### src/rtl/fw_rule_match_if.sv
// ---------------------------------------------------------------------------
// fw_rule_match_if
//   Tuple-in / decision-out channel of the firewall rule matcher.
//
//   Tuple channel    : tuple_valid (up->dn), tuple_rdy (dn->up),
//                      src_ip, dst_ip, src_port, dst_port, proto (up->dn)
//   Decision channel : decision_valid, decision_drop, decision_rule (dn->up),
//                      decision_ack (up->dn)
//
//   modport master : the side that produces tuples and consumes decisions
//   modport slave  : the matcher itself
// ---------------------------------------------------------------------------
interface fw_rule_match_if #(
  parameter int IDX_W = 3
);
  logic             tuple_valid;
  logic             tuple_rdy;
  logic [31:0]      src_ip;
  logic [31:0]      dst_ip;
  logic [15:0]      src_port;
  logic [15:0]      dst_port;
  logic [7:0]       proto;

  logic             decision_valid;
  logic             decision_ack;
  logic             decision_drop;
  logic [IDX_W-1:0] decision_rule;

  modport master (
    output tuple_valid, src_ip, dst_ip, src_port, dst_port, proto,
    output decision_ack,
    input  tuple_rdy,
    input  decision_valid, decision_drop, decision_rule
  );

  modport slave (
    input  tuple_valid, src_ip, dst_ip, src_port, dst_port, proto,
    input  decision_ack,
    output tuple_rdy,
    output decision_valid, decision_drop, decision_rule
  );
endinterface

### src/rtl/fw_rule_match.sv
// ---------------------------------------------------------------------------
// fw_rule_match
//   Sequential firewall rule matcher. A 5-tuple is accepted in IDLE, then the
//   rule table is scanned one entry per cycle from index 0; the first enabled
//   entry matching {dst_ip, dst_port (0 = wildcard), proto} drops the packet.
//   With fw_en=0 at accept time the packet is forwarded without a scan.
//   Decisions are held until acknowledged and counted into saturating
//   accepted/dropped counters.
//
//   Ports
//     clk, reset      : clock, synchronous active-high reset
//     tup (slave)     : tuple / decision channel (see fw_rule_match_if)
//     fw_en           : 1 = filter active, 0 = bypass (sampled at accept)
//     rule_wr         : rule-table write strobe
//     rule_idx        : entry written
//     rule_en, rule_dst_ip, rule_dst_port, rule_proto : entry contents
//     cnt_accepted, cnt_dropped : saturating decision counters
// ---------------------------------------------------------------------------
module fw_rule_match #(
  parameter int NUM_RULES = 8,
  parameter int IDX_W     = 3
) (
  input  logic             clk,
  input  logic             reset,
  fw_rule_match_if.slave   tup,
  input  logic             fw_en,
  input  logic             rule_wr,
  input  logic [IDX_W-1:0] rule_idx,
  input  logic             rule_en,
  input  logic [31:0]      rule_dst_ip,
  input  logic [15:0]      rule_dst_port,
  input  logic [7:0]       rule_proto,
  output logic [31:0]      cnt_accepted,
  output logic [31:0]      cnt_dropped
);

  typedef struct packed {
    logic        en;
    logic [31:0] dst_ip;
    logic [15:0] dst_port;
    logic [7:0]  proto;
  } rule_t;

  typedef enum logic [1:0] {
    IDLE,
    SCAN,
    RESULT
  } state_t;

  localparam logic [IDX_W-1:0] LAST_IDX = IDX_W'(NUM_RULES - 1);
  localparam logic [31:0]      CNT_MAX  = 32'hFFFF_FFFF;

  // -------------------------------------------------------------------------
  // Rule table
  // -------------------------------------------------------------------------
  rule_t rules_q [NUM_RULES];

  // NOTE: this table is a register array, not a RAM macro, so it can and must
  // be cleared by reset; every entry comes up disabled.
  always_ff @(posedge clk) begin
    if (reset) begin
      for (int i = 0; i < NUM_RULES; i++) begin
        rules_q[i] <= '0;
      end
    end else if (rule_wr) begin
      rules_q[rule_idx] <= {rule_en, rule_dst_ip, rule_dst_port, rule_proto};
    end
  end

  // -------------------------------------------------------------------------
  // Compare of the entry under the scan pointer against the captured tuple.
  // Source address/port never take part in the decision, so no copy of them
  // is kept; only the compared destination fields are held.
  // -------------------------------------------------------------------------
  state_t           state_q;
  logic [IDX_W-1:0] scan_idx_q;
  logic [31:0]      cap_dst_ip_q;
  logic [15:0]      cap_dst_port_q;
  logic [7:0]       cap_proto_q;
  logic             tuple_rdy_q;
  logic             decision_valid_q;
  logic             decision_drop_q;
  logic [IDX_W-1:0] decision_rule_q;

  rule_t cur_rule;
  logic  cur_hit;

  assign cur_rule = rules_q[scan_idx_q];

  // NOTE: every output of a combinational block gets a default on entry, so
  // no path through it leaves a value held and no latch is inferred.
  always_comb begin
    cur_hit = 1'b0;
    if (cur_rule.en &&
        (cur_rule.dst_ip == cap_dst_ip_q) &&
        (cur_rule.proto  == cap_proto_q) &&
        ((cur_rule.dst_port == 16'd0) || (cur_rule.dst_port == cap_dst_port_q))) begin
      cur_hit = 1'b1;
    end
  end

  // -------------------------------------------------------------------------
  // Control FSM with registered outputs
  // -------------------------------------------------------------------------
  // NOTE: state is updated with non-blocking assignments so every register
  // samples the pre-edge values, independent of statement order.
  always_ff @(posedge clk) begin
    if (reset) begin
      state_q          <= IDLE;
      scan_idx_q       <= '0;
      cap_dst_ip_q     <= '0;
      cap_dst_port_q   <= '0;
      cap_proto_q      <= '0;
      tuple_rdy_q      <= 1'b1;
      decision_valid_q <= 1'b0;
      decision_drop_q  <= 1'b0;
      decision_rule_q  <= '0;
    end else begin
      case (state_q)
        IDLE: begin
          if (tup.tuple_valid) begin
            cap_dst_ip_q   <= tup.dst_ip;
            cap_dst_port_q <= tup.dst_port;
            cap_proto_q    <= tup.proto;
            scan_idx_q     <= '0;
            tuple_rdy_q    <= 1'b0;
            if (fw_en) begin
              state_q <= SCAN;
            end else begin
              // Bypass: forward immediately, no table lookup.
              state_q          <= RESULT;
              decision_valid_q <= 1'b1;
              decision_drop_q  <= 1'b0;
              decision_rule_q  <= '0;
            end
          end
        end

        SCAN: begin
          if (cur_hit) begin
            state_q          <= RESULT;
            decision_valid_q <= 1'b1;
            decision_drop_q  <= 1'b1;
            decision_rule_q  <= scan_idx_q;
          end else if (scan_idx_q == LAST_IDX) begin
            // Last entry missed: forward. Pointer stops here, never wraps.
            state_q          <= RESULT;
            decision_valid_q <= 1'b1;
            decision_drop_q  <= 1'b0;
            decision_rule_q  <= '0;
          end else begin
            scan_idx_q <= scan_idx_q + IDX_W'(1);
          end
        end

        RESULT: begin
          if (tup.decision_ack) begin
            state_q          <= IDLE;
            decision_valid_q <= 1'b0;
            tuple_rdy_q      <= 1'b1;
          end
        end

        default: begin
          state_q          <= IDLE;
          tuple_rdy_q      <= 1'b1;
          decision_valid_q <= 1'b0;
        end
      endcase
    end
  end

  assign tup.tuple_rdy      = tuple_rdy_q;
  assign tup.decision_valid = decision_valid_q;
  assign tup.decision_drop  = decision_drop_q;
  assign tup.decision_rule  = decision_rule_q;

  // -------------------------------------------------------------------------
  // Saturating decision counters. decision_valid_q is only high in RESULT,
  // so an ack outside RESULT never counts.
  // -------------------------------------------------------------------------
  logic        handshake;
  logic [31:0] cnt_accepted_q, cnt_accepted_d;
  logic [31:0] cnt_dropped_q,  cnt_dropped_d;

  assign handshake = decision_valid_q && tup.decision_ack;

  always_comb begin
    cnt_accepted_d = cnt_accepted_q;
    cnt_dropped_d  = cnt_dropped_q;
    if (handshake) begin
      if (decision_drop_q) begin
        if (cnt_dropped_q != CNT_MAX) cnt_dropped_d = cnt_dropped_q + 32'd1;
      end else begin
        if (cnt_accepted_q != CNT_MAX) cnt_accepted_d = cnt_accepted_q + 32'd1;
      end
    end
  end

  always_ff @(posedge clk) begin
    if (reset) begin
      cnt_accepted_q <= '0;
      cnt_dropped_q  <= '0;
    end else begin
      cnt_accepted_q <= cnt_accepted_d;
      cnt_dropped_q  <= cnt_dropped_d;
    end
  end

  assign cnt_accepted = cnt_accepted_q;
  assign cnt_dropped  = cnt_dropped_q;

endmodule
### src/flat_wrapper.sv
// flat-port wrapper written by rule: the top's interface ports become plain ports
module fw_rule_match_flat 
#(
  parameter int NUM_RULES = 8,
  parameter int IDX_W     = 3
)
  (clk, reset, fw_en, rule_wr, rule_idx, rule_en, rule_dst_ip, rule_dst_port, rule_proto, cnt_accepted, cnt_dropped, tup_tuple_valid, tup_src_ip, tup_dst_ip, tup_src_port, tup_dst_port, tup_proto, tup_decision_ack, tup_tuple_rdy, tup_decision_valid, tup_decision_drop, tup_decision_rule);
  fw_rule_match_if #(.IDX_W(IDX_W)) tup_i ();
  input  logic clk;
  input  logic reset;
  input  logic fw_en;
  input  logic rule_wr;
  input  logic [IDX_W-1:0] rule_idx;
  input  logic rule_en;
  input  logic [31:0] rule_dst_ip;
  input  logic [15:0] rule_dst_port;
  input  logic [7:0] rule_proto;
  output logic [31:0] cnt_accepted;
  output logic [31:0] cnt_dropped;
  input wire logic [$bits(tup_i.tuple_valid)-1:0] tup_tuple_valid;
  input wire logic [$bits(tup_i.src_ip)-1:0] tup_src_ip;
  input wire logic [$bits(tup_i.dst_ip)-1:0] tup_dst_ip;
  input wire logic [$bits(tup_i.src_port)-1:0] tup_src_port;
  input wire logic [$bits(tup_i.dst_port)-1:0] tup_dst_port;
  input wire logic [$bits(tup_i.proto)-1:0] tup_proto;
  input wire logic [$bits(tup_i.decision_ack)-1:0] tup_decision_ack;
  output wire logic [$bits(tup_i.tuple_rdy)-1:0] tup_tuple_rdy;
  output wire logic [$bits(tup_i.decision_valid)-1:0] tup_decision_valid;
  output wire logic [$bits(tup_i.decision_drop)-1:0] tup_decision_drop;
  output wire logic [$bits(tup_i.decision_rule)-1:0] tup_decision_rule;
  assign tup_i.tuple_valid = tup_tuple_valid;
  assign tup_i.src_ip = tup_src_ip;
  assign tup_i.dst_ip = tup_dst_ip;
  assign tup_i.src_port = tup_src_port;
  assign tup_i.dst_port = tup_dst_port;
  assign tup_i.proto = tup_proto;
  assign tup_i.decision_ack = tup_decision_ack;
  assign tup_tuple_rdy = tup_i.tuple_rdy;
  assign tup_decision_valid = tup_i.decision_valid;
  assign tup_decision_drop = tup_i.decision_drop;
  assign tup_decision_rule = tup_i.decision_rule;
  fw_rule_match #(.NUM_RULES(NUM_RULES), .IDX_W(IDX_W)) u_core (.clk(clk), .reset(reset), .tup(tup_i), .fw_en(fw_en), .rule_wr(rule_wr), .rule_idx(rule_idx), .rule_en(rule_en), .rule_dst_ip(rule_dst_ip), .rule_dst_port(rule_dst_port), .rule_proto(rule_proto), .cnt_accepted(cnt_accepted), .cnt_dropped(cnt_dropped));
endmodule
### config.mk
export PLATFORM = sky130hd
export DESIGN_NAME = fw_rule_match_flat
export DESIGN_NICKNAME = d
export VERILOG_FILES = /design/src/rtl/fw_rule_match_if.sv /design/src/rtl/fw_rule_match.sv /design/src/flat_wrapper.sv
export SDC_FILE = /design/constraint.sdc
export NUM_CORES = 1
export LEC_CHECK = 0
export ABC_AREA = 1
export BUFFER_PORTS_ARGS = -buffer_cell sky130_fd_sc_hd__buf_2
export CAP_MARGIN = 10
export CORE_ASPECT_RATIO = 0.75
export CORE_MARGIN = 2
export CORE_UTILIZATION = 38
export DETAILED_ROUTE_END_ITERATION = 6
export MAX_ROUTING_LAYER = met4
export PLACE_DENSITY = 0.53
export RECOVER_POWER = 100
export SLEW_MARGIN = 5
export SYNTH_ARGS = -nofsm -noshare
export SYNTH_HDL_FRONTEND = slang
export SYNTH_SLANG_ARGS = --single-unit
### constraint.sdc
create_clock -name clk -period 4.2 [get_ports clk]
set_input_delay 0.21 -clock clk [delete_from_list [all_inputs] [get_ports clk]]
set_output_delay 0.21 -clock clk [all_outputs]
set_load 0.05 [all_outputs]
==> results.txt <==
* Total power divided by cell area: 441.1 nW/um^2
* Vias per cell: 4.909
- The share of the Yosys chip area taken by registers is 57.47%.
- Share of the clock period used by the worst path after layout: between 80% and 90%
- The worst setup path is launched from an input pin.
* Setup-violating endpoint count in the final report: 0
- Avg Cell Area, Syn: 8.216 um^2
- Proportion of netlist area held by the largest area contributor: 48.06%
- Number of filler cells placed in the layout: between 7k and 8k
- Effective utilization at floorplan: 38.60%
- Final TNS setup: 0 ns
* Master cell of the clock root buffer: clkbuf_16
- Measured along the y axis, the die boundary spans 241.1 um.
- Summing all flip-flop and latch instances after layout gives 16,380 um^2.
- Maximum count of clock buffers along a single path: 3
* Synth top area cells: edfxtp_1 (48%), nand2_1 (12%), nor2_1 (9.5%)
* Total instance count after detailed placement: ~4.5k
* Signal arrival time at the worst endpoint: 3.96 ns
* DRT Wirelength: approximately 90 mm
- Most used DFF post-synth: edfxtp_1
- Total number of placement rows: 86
- At the end of routability-driven placement, the weighted congestion stood at ~0.9.
* Maximum clock rate: 0.2734 GHz
- Failing checks: max-capacitance violations, max-slew violations
- The largest total area in the synthesized netlist belongs to edfxtp_1.
* Fin. max-slew vios: 607
- Remaining design rule violation count: 0
* Drt pass-1 iters: 6
- The die covers 77,210 um^2.
* Result of the run: finished with violations
- Max-slew headroom: -46.28%
- Asr flop ratio synth: 0%
* Vias in the first global route: between 20k and 25k
* Remaining number of nets flagged by the antenna check after routing: 0
- Max-cap violations in this run came to 12.
* Data required time of the worst path: 4.50 ns
- Clock tree from TritonCTS: yes
* Number of synthesized flops with an enable pin: 456
- In this run the worst path has a maximum fanout of 108.
- Global routing finished with a remaining overflow of 0.
- Between clock sinks in the finished design, the worst skew comes to around 0.016 ns.
* Wire per inst: 19.08 um
- Syn Nets: approximately 3.6k
- Number of clock sinks: 590
- For this run, the total global-route usage over all layers was measured as around a quarter.
- Post-layout net count: around 3.9k
- Half-perimeter wire length after placement: just over 50 mm
* Core ar.: roughly 74,000 um^2
* Post-synthesis cell area: 28,490 um^2
* Post-route insts no fill: 4,709
* Category of the worst setup path capture point: register
- The Yosys step of the flow raised 0 warnings.
* Worst Tran Pin Value: 2.192 ns
* Floorplan die width: between 300 and 400 um
- Final hold violation count: 0
- Number of buffers created by CTS: 61
* DR iter-0 viols: about 2.2k
* Fin util: 44.84%
- The final route contains about 23k vias.
- For the finished layout, the period the worst path requires is 3.658 ns.
* Crit Path Category: in -> reg
- In this run the static leakage power is 14.37 nW.
- Syn-to-layout area delta: 16.18%
- Clk_lat worst skew: approximately 0.64 ns
- The first global-routing pass estimated 134.9 mm of wire.
* Seq cells post-synth: 590
- After technology mapping, the gate count stands at approximately 3.5k.
- Yosys mapped the design onto 38 distinct sky130hd cell types.
* Number of diodes added for antenna fixing: 0
- Initial antenna violation count: 0
- Pin placement for this block handled 240 I/O pins.
- In this run the number of H-tree levels came out at 2.
* Hold Crit Class: in -> reg
- Final hold analysis gives a worst-case slack of between 0.02 and 0.03 ns.
- Port-buffer cells: 191
* Layout cells sized above 1: 7.271%
* Multi-input logic area: 9552 um^2
- Pin count of the biggest net entering global routing: 117
- After clock tree synthesis, the clock-pin slew on the worst setup and hold paths is about 0.060 ns.
* Unrepaired setup endpoints after global routing: false
* Worst IR drop on VDD: 0.0003185 V
==> final cells by class <==
type,instances,share of cell area (%)
clock inverter,27,0.7371
clock buffer,87,5.209
multi-input combinational,2249,28.86
sequential,590,49.49
inverter,465,5.303
tap,968,3.659
timing repair buffer,323,6.743
==> routing by layer <==
| metal | up-vias | GRT usage [%] | wire (um) |
|---|---|---|---|
| li1 | 11480 | - | - |
| met1 | 10930 | 34.24 | 43210 |
| met2 | 622 | 36.08 | 39700 |
| met3 | 90 | 2.903 | 5343 |
| met4 | 0 | 5.662 | 1587 |
| met5 | - | - | 0 |
==> flip-flops by register name, indices dropped and copies added, names as in the netlist, named ones only <==
signal and count:
u_core.tup.tuple_rdy 1, u_core.cap_proto_q 8, u_core.cap_dst_ip_q 32, u_core.tup.decision_valid 1
u_core.cap_dst_port_q 16, u_core.rules_q 456, u_core.tup.decision_drop 1, u_core.tup.decision_rule 3
u_core.state_q 2, u_core.cnt_dropped 32, u_core.cnt_accepted 32, u_core.scan_idx_q 3
==> layout by cell type, fill, tap and decap left out, types with 18 or more instances in the layout <==
cell type	n
clkbuf_1	88
a21oi_1	97
dlygate4sd3_1	92
inv_1	460
buf_2	120
nor2_1	719
edfxtp_1	456
nand3_1	296
clkbuf_16	61
nand4_1	30
dfxtp_1	132
o21ai_0	109
nor3_1	27
nand2_1	869
o21ai_1	18
nor4_1	18
==> report_power, final <==
part | leakage, nW | switching [W] | total (W) | internal (W)
registers | 5.47 | 0.000123 | 0.00677 | 0.00664
logic | 7.93 | 0.00169 | 0.00239 | 0.000696
clock network | 0.970 | 0.00236 | 0.00545 | 0.00309
==> synth_stat cells, drive strengths merged, types with 5 or more instances <==
| cell type | number |
|---|---|
| nor3 | 27 |
| nand4 | 30 |
| nor3b | 5 |
| nand3b | 14 |
| nand2 | 882 |
| nand3 | 296 |
| a21oi | 97 |
| nor4 | 18 |
| xor2 | 9 |
| o21ai | 127 |
| dfxtp | 134 |
| buf | 88 |
| edfxtp | 456 |
| nor2 | 720 |
| clkbuf | 76 |
| inv | 463 |
==> cells by family (layout without fill, tap and decap cells) <==
group	after synthesis	after routing	synth area share, %
simple gates	2000	2000	28.58
buf+inv	629	902	9.217
xor+xnor	13	13	0.3996
flops	590	590	57.47
fa+ha+maj	4	4	0.1757
compound gates	232	232	4.154
==> path summary, 6_finish.rpt <==
check | slack, ns | from | end | cells past startpoint
setup / recovery | 0.54 | reset | u_core.rules_q[1][53] | 5
hold / removal | 0.03 | tup_proto[0] | u_core.cap_proto_q[0] | 3
setup reg to reg | 0.74 | u_core.state_q[1] | register | 8
hold reg to reg | 0.46 | u_core.cnt_dropped[4] | u_core.cnt_dropped[4] | 2
==> worst max-delay path, stage by stage <==
cell and delay (ns):
clkbuf_1 1.31, inv_4 0.21, buf_12 0.37, nand2_1 1.39, buf_12 0.38
==> stage by stage <==
| stage | setup WS (ns) | area (um^2) | power [W] |
|---|---|---|---|
| 5_1_grt | 0.3347 | 33100 | 0.01522 |
| 4_1_cts | 1.012 | 33340 | 0.01470 |
| 2_1_floorplan | 1.334 | 28490 | 0.008403 |
| 3_5_place_dp | 1.031 | 30450 | 0.009201 |
| 6_report | 0.5419 | 33100 | 0.01460 |
| 3_3_place_gp | 1.061 | 30450 | 0.009185 |
==> timing repair <==
item / in CTS / in global routing
resized for setup: 0 / 0
buffers inserted: 0 / 0
hold endpoints to repair: 313 / 0
hold buffers: 92 / 0
No activity file was read; power rests on OpenSTA's default activity.
